===== config.mk =====
export PLATFORM = sky130hd
export DESIGN_NAME = run_control
export DESIGN_NICKNAME = d
export VERILOG_FILES = /design/src/rtl/run_control_pkg.sv /design/src/rtl/run_control_ret_counter.sv /design/src/rtl/run_control.sv
export SDC_FILE = /design/constraint.sdc
export NUM_CORES = 1
export LEC_CHECK = 0
export CORE_MARGIN = 5
export CORE_UTILIZATION = 50
export CTS_CLUSTER_SIZE = 12
export DETAILED_ROUTE_END_ITERATION = 7
export GPL_ROUTABILITY_DRIVEN = 0
export HOLD_SLACK_MARGIN = 0.03
export PLACE_DENSITY = 0.82
export SYNTH_ARGS = -nofsm -noshare
export SYNTH_HDL_FRONTEND = slang
export SYNTH_SLANG_ARGS = --single-unit

===== constraint.sdc =====
create_clock -name clk -period 2.6 [get_ports clk]
set_input_delay 0.26 -clock clk [delete_from_list [all_inputs] [get_ports clk]]
set_output_delay 0.26 -clock clk [all_outputs]
set_load 0.005 [all_outputs]

===== src/rtl/run_control_pkg.sv =====
// run_control_pkg: shared state encodings and PC width for the run/halt sequencer
package run_control_pkg;

    localparam int RC_PC_W = 12;

    typedef enum logic [1:0] {
        RC_HOLD = 2'd0,
        RC_HALT = 2'd1,
        RC_RUN  = 2'd2,
        RC_STEP = 2'd3
    } rc_state_t;

endpackage


===== src/rtl/run_control_ret_counter.sv =====
// run_control_ret_counter: enable counter with async active-low clear, wraps modulo 2^W
module run_control_ret_counter #(
    parameter int W = 32
) (
    input  logic         clk,
    input  logic         reset,
    input  logic         en,
    output logic [W-1:0] count
);

    // count one per enabled edge, wrapping from all-ones back to zero
    always_ff @(posedge clk or negedge reset) begin
        if (!reset)
            count <= '0;
        else if (en)
            count <= count + W'(1);
    end

endmodule


===== src/rtl/run_control.sv =====
// run_control: run/halt/single-step sequencer producing the single commit enable for the core
module run_control
    import run_control_pkg::*;
#(
    parameter int PC_W     = RC_PC_W,
    parameter int STEP_W   = 8,
    parameter int RET_W    = 32,
    parameter int HOLD_CYC = 2,
    parameter bit BOOT_RUN = 1'b1
) (
    input  logic              clk,
    input  logic              reset,
    input  logic              run_req,
    input  logic              halt_req,
    input  logic              step_req,
    input  logic [STEP_W-1:0] step_count,
    input  logic              bp_en,
    input  logic [PC_W-1:0]   bp_addr,
    input  logic [PC_W-1:0]   pc,
    output logic              core_en,
    output logic              halted,
    output logic              bp_hit,
    output logic [1:0]        state,
    output logic [RET_W-1:0]  retired
);

    localparam int HW = $clog2(HOLD_CYC) + 1;

    rc_state_t         cur, nxt;
    logic [HW-1:0]     hold_cnt;
    logic [STEP_W-1:0] remaining;
    logic              skip_bp, bp_match, leave_halt, executing;

    assign state = cur;

    // state register plus the flags that must change on the same edge as the state
    always_ff @(posedge clk or negedge reset) begin
        if (!reset) begin
            cur    <= RC_HOLD;
            halted <= 1'b0;
            bp_hit <= 1'b0;
        end else begin
            cur    <= nxt;
            halted <= (nxt == RC_HALT);
            if (leave_halt)
                bp_hit <= 1'b0;
            else if (executing && bp_match)
                bp_hit <= 1'b1;
        end
    end

    // next-state selection; HALT request priority is halt > step > run
    always_comb begin
        nxt = cur;
        case (cur)
            RC_HOLD: nxt = (hold_cnt == HW'(HOLD_CYC - 1)) ? (BOOT_RUN ? RC_RUN : RC_HALT) : RC_HOLD;
            RC_HALT: nxt = halt_req ? RC_HALT : step_req ? RC_STEP : run_req ? RC_RUN : RC_HALT;
            RC_RUN:  nxt = (halt_req || bp_match) ? RC_HALT : RC_RUN;
            RC_STEP: nxt = (halt_req || bp_match || (core_en && remaining == STEP_W'(1))) ? RC_HALT : RC_STEP;
        endcase
    end

    // combinational commit gate and breakpoint compare, no added latency on core_en
    always_comb begin
        executing  = (cur == RC_RUN) || (cur == RC_STEP);
        bp_match   = bp_en && (pc == bp_addr) && !skip_bp;
        core_en    = executing && !bp_match;
        leave_halt = (cur == RC_HALT) && (nxt != RC_HALT);
    end

    // boot hold counter, step budget and the one-shot breakpoint skip after resuming
    always_ff @(posedge clk or negedge reset) begin
        if (!reset) begin
            hold_cnt  <= '0;
            remaining <= '0;
            skip_bp   <= 1'b0;
        end else begin
            if (cur == RC_HOLD)
                hold_cnt <= hold_cnt + HW'(1);
            if (cur == RC_HALT && nxt == RC_STEP)
                remaining <= (step_count == '0) ? STEP_W'(1) : step_count;
            else if (cur == RC_STEP && core_en)
                remaining <= remaining - STEP_W'(1);
            if (leave_halt)
                skip_bp <= 1'b1;
            else if (core_en)
                skip_bp <= 1'b0;
        end
    end

    run_control_ret_counter #(.W(RET_W)) u_ret (
        .clk   (clk),
        .reset (reset),
        .en    (core_en),
        .count (retired)
    );

endmodule

# After elaboration in Yosys (flattened, before gate mapping)
# Cells that the tools add are included.
[word_totals]
ff_bits = 47
in_bits = 38
mem_bits_rw = 0
latchBits = 0
word_cells = 51
memories = 0
mem_bits_ro = 0
[classes]
n_lt_le_gt_ge = 0
n_addsub = 3
eq_ne = 9
shifts = 0
reduce_logical = 18
n_bitwise = 0
div = 0
n_mul = 0
mux = 14
[ops]
columns = ["cell", "n"]
rows = [
  ["adder 32 x 1 -> 32 bit, second input constant", 1],
  ["2-to-1 mux 8 bit", 3],
  ["== test 12 bit", 1],
  ["2-to-1 mux 2 bit", 6],
  ["== test 8 x 1 -> 1 bit, second input constant", 1],
  ["logical AND 1 bit", 8],
  ["logical NOT 8 bit", 1],
  ["one-hot mux 2 bit (4 select lines)", 1],
  ["subtractor 8 x 1 -> 8 bit, second input constant", 1],
  ["== test 2 x 1 -> 1 bit, second input constant", 3],
  ["== test 2 bit, second input constant", 3],
  ["nonzero test 2 bit", 3],
  ["2-to-1 mux 1 bit", 4],
  ["logical OR 1 bit", 3],
  ["adder 2 x 1 -> 2 bit, second input constant", 1],
  ["logical NOT 1 bit", 2],
  ["logical NOT 2 bit", 1],
  ["!= test 2 x 1 -> 1 bit, second input constant", 1],
]

# Longest topological paths before layout
[depth]
depth_word = 12
ltp_mapped = 7

# Cells and area by module
# From an unflattened synthesis, not the netlist that was laid out.
[unflattened]
hier_cells = 230
area_unflattened_um2 = 2407.3
[by_module_without_submodules]
columns = ["mod", "instances", "area_each_um2", "cells_per_inst"]
rows = [
  ["run_control_ret_counter", 1, 1448.9, 123],
  ["run_control", 1, 958.4, 107],
]

# Least setup slack after synthesis
# No wires, ideal clock.
[synth_path]
path_type = "reg2reg"
start = "reg u_ret.count[0]"
end = "reg u_ret.count[26]"
synth_period_minus_slack_ns = 1.669
t_required_ns = 2.477
path_buffers = 0
path_slack_ns = 0.931
t_arrival_ns = 1.546
setup_ns = 0.123
path_stages_with_launch = 8
cell_sequence = "dfrtp_1 ha_1 nand2_1 nor2_1 nand2_1 nor3_4 nand4_1 xnor2_1"
[synth_via]
elab_chain_cells = 1
[synth_lines]
columns = ["item", "line", "text"]
rows = [
  ["from (decl)", "run_control_ret_counter.sv:8", "output logic [W-1:0] count"],
  ["from (signal assigned)", "run_control_ret_counter.sv:16", "count <= count + W'(1);"],
  ["adder 32 x 1 -> 32 bit", "run_control_ret_counter.sv:16", ""],
]
# No other way between the ends.
# A chain may end at the register's enable or synchronous reset.

# Final worst setup path
[layout_path]
start = "in pc[8]"
end = "out core_en"
[layout_via]
elab_chain_cells = 5
[layout_lines]
columns = ["item", "line", "text"]
rows = [
  ["from (decl)", "run_control.sv:19", "input logic [PC_W-1:0] pc,"],
  ["== test 12 bit", "run_control.sv:66", "bp_match = bp_en && (pc == bp_addr) && !skip_bp;"],
  ["logical AND 1 bit (2 in series)", "run_control.sv:66", ""],
  ["logical NOT 1 bit", "run_control.sv:67", "core_en = executing && !bp_match;"],
  ["logical AND 1 bit", "run_control.sv:67", ""],
  ["to (decl)", "run_control.sv:20", "output logic core_en,"],
]
# No other way between the ends.

==> impl_metrics.py <==
metrics = {
    "critical_path": {
        "r2r_slack_ps": 800,
        "critPathKind": "input port to output pin",
        "end_kind": "output pin",
        "crit_fanout": 3,
        "cp_slowest_cell": "clkdlybuf4s50_1",
        "worst_ep_arrival_time_ps": 1960,
        "max_stage_delay_ps": 500,
        "cp_cell_sequence": "clkdlybuf4s50_1, xnor2_1, nand4_1, nor4_2, nor2_1, clkdlybuf4s50_1",
        "cp-start-kind": "input port",
        "path_common_cell": "clkdlybuf4s50_1",
        "path_delay_family": "buffers and inverters",
        "critPathBufInv": 2,
        "required_ps": 2340,
    },
    "placement": {
        "port_buffers": 74,
        "dp_cells": 351,
        "hpwl_um": 4280,
        "placed_area_mm2": 0.00322,
    },
    "min_path": {
        "hold_path.class": "input port to async pin",
    },
    "power_and_ir_drop": {
        "power_frac_clock_pct": 17.8,
        "swShare_pct": 34.3,
        "power_leakage_nw": 1.34,
        "power_switching_mw": 0.815,
        "powerDensity_mw_per_mm2": 717,
        "p_comb_share_pct": 35.8,
        "p_seq_share_pct": 46.4,
        "cell_internal_pwr_mw": 1.56,
        "irDropWorstVdd_mv": 0.575,
    },
    "global_routing": {
        "antenna_found_initial": 0,
        "overflow": 0,
        "grtUsageTotal_pct": 18.8,
        "grt_pass1_wl_um": 9240,
        "grt_max_degree": 19,
        "grt_pass1_vias": 2005,
    },
    "final_layout": {
        "area_growth_pct": 37.9,
        "final_layout_size_suffix_gt1_share_pct": 8.17,
        "final_cells": 360,
        "antenna_cells": 0,
        "nets": 347,
        "final_cell_mix": "clkdlybuf4s50_1 (73), dfrtp_1 (47), xnor2_1 (42), nand3_1 (19)",
        "final_common_cell": "clkdlybuf4s50_1",
        "design_area_mm2": 0.00331,
    },
    "yosys": {
        "synthFlopType": "dfrtp_1",
        "syn_nets": 265,
        "synth_seq_cells": 47,
        "synth_area_mm2": 0.00240,
        "ys_async_sr_fraction_pct": 100,
        "syn_inst": 223,
        "avgSynthCellArea_um2": 10.8,
        "synth_edf_count": 0,
        "synth_top_area_cell": "dfrtp_1",
        "synth.distinct_cells": 41,
        "synth_top_area_share_pct": 48.9,
        "yosysWarnings": 0,
        "synth_area_leaders": "dfrtp_1 (49%), xnor2_1 (15%), nand3_1 (4.0%)",
        "seq_area_frac_synth_pct": 48.9,
    },
    "drt": {
        "routed-via-count": 1938,
        "wl_per_cell_um": 14.8,
        "routed_wl_um": 5330,
        "drc": 0,
        "first_pass_iters": 4,
        "via_per_inst": 5.38,
        "drt-initial-drc-count": 87,
        "postRouteAntennaNets": 0,
    },
    "status": {
        "status": "finished, final reports clean",
    },
    "floorplan": {
        "coreArea_mm2": 0.00469,
        "die_y_um": 79.3,
        "pin_count": 75,
        "dieArea_mm2": 0.00629,
        "initial_core_util_pct": 51.2,
        "num_rows": 25,
        "die_w_um": 79.3,
    },
    "clock_tree": {
        "ctsHoldBuffers": 1,
        "cts_max_level": 2,
        "ctsLongestPathBuffers": 2,
        "cts_resized": 0,
        "post_cts_buffers": 0,
        "cts_buffers": 5,
        "clk_pin_slew_ps": 90,
        "cts.sinks": 47,
        "cts_tree": "done",
        "clkLatencyLatePin_ps": 300,
        "root_buffer": "clkbuf_8",
    },
    "timing": {
        "hold_viol": 0,
        "max_freq_ghz": 0.451,
        "timing.final.crit_period_ps": 2220,
        "period_share_pct": 85.2,
        "finalMaxSlewViolations": 0,
        "finalSetupViolations": 0,
        "max_slew.worst_pin.slew_ps": 517,
        "relSlewSlack_pct": 65.2,
        "fin_worst_skew_ps": 8.03,
        "rsz0062_at_grt": "false",
        "setup-tns-final_ps": 0,
    },
    "flow_run": {
        "drv_cap": 0,
    },
}
==> Yosys cell counts, types with 2 or more instances <==
| cell type | count |
|---|---|
| a21oi_1 | 3 |
| nor2b_1 | 2 |
| ha_1 | 4 |
| o21ai_0 | 5 |
| nor2_1 | 14 |
| nor3_1 | 3 |
| and4_1 | 2 |
| a31oi_1 | 2 |
| nand2_1 | 14 |
| mux2_2 | 2 |
| nor3b_1 | 2 |
| nor3_4 | 2 |
| clkbuf_1 | 3 |
| xnor2_1 | 42 |
| xor2_1 | 6 |
| nand4_1 | 12 |
| nand4_2 | 2 |
| nor4_1 | 3 |
| buf_2 | 2 |
| dfrtp_1 | 47 |
| inv_1 | 6 |
| mux2i_1 | 2 |
| and3_1 | 6 |
| nand3_1 | 19 |
| a221o_1 | 2 |
==> metrics by stage <==
step / util (%) / setup slack, ps / hold WS (ps) / power [mW]
after floorplan: - / 931 / -35.6 / 1.57
after global placement: 68.6 / 424 / 200 / 1.94
after detailed placement: 68.6 / 326 / 200 / 1.97
after CTS: 70.6 / 350 / 412 / 2.40
after global routing: 70.6 / 262 / 440 / 2.56
final: 70.6 / 384 / 404 / 2.38
==> kinds of logic after synthesis <==
kind of cell / count (synthesis) / share of synthesized area [%]
compound gates: 19 / 5.47
xor+xnor: 48 / 17.5
fa+ha+maj: 4 / 2.08
buf+inv: 12 / 2.29
flops: 47 / 48.9
mux: 4 / 1.77
simple gates: 89 / 22.0
==> metal layers <==
layer	part of all wire, %	GRT usage [%]
met5	0	0
met4	2.1	6.19
met3	3.7	4.08
met2	51	32.4
met1	43	23.2
==> sequential cells by signal, indices dropped and copies added (netlist names) <==
name	cells
bp_hit	1
halted	1
hold_cnt	2
remaining	8
skip_bp	1
state	2
u_ret.count	32
==> worst paths after layout <==
kind / from / endpoint / depth (start not counted)
setup / recovery: pc[8] / core_en / 6
hold / removal: reset / u_ret.count[26] / 2
setup reg to reg: state[1] / u_ret.count[15] / 4
hold reg to reg: hold_cnt[0] / hold_cnt[0] / 1
max in group asynchronous: reset / state[0] / 3
min in group clk: hold_cnt[0] / hold_cnt[0] / 1
==> power by group through the flow <==
| stage | clock network (mW) | registers (mW) | logic, mW |
|---|---|---|---|
| 5_1_grt | 0.480 | 1.13 | 0.944 |
| 6_report | 0.424 | 1.10 | 0.850 |
| 3_5_place_dp | 0 | 1.11 | 0.855 |
| 3_3_place_gp | 0 | 1.11 | 0.837 |
| 2_1_floorplan | 0 | 1.05 | 0.515 |
| 4_1_cts | 0.439 | 1.10 | 0.860 |
==> final cells by class <==
class / instances / area (um2)
Clock buffer: 6 / 72.6
Clock inverter: 2 / 12.5
Fill cell: 359 / 1380
Inverter: 6 / 22.5
Multi-Input combinational cell: 164 / 1170
Sequential cell: 47 / 1180
Tap cell: 54 / 67.6
Timing Repair Buffer: 81 / 791
(Power assumes the default switching activity.)
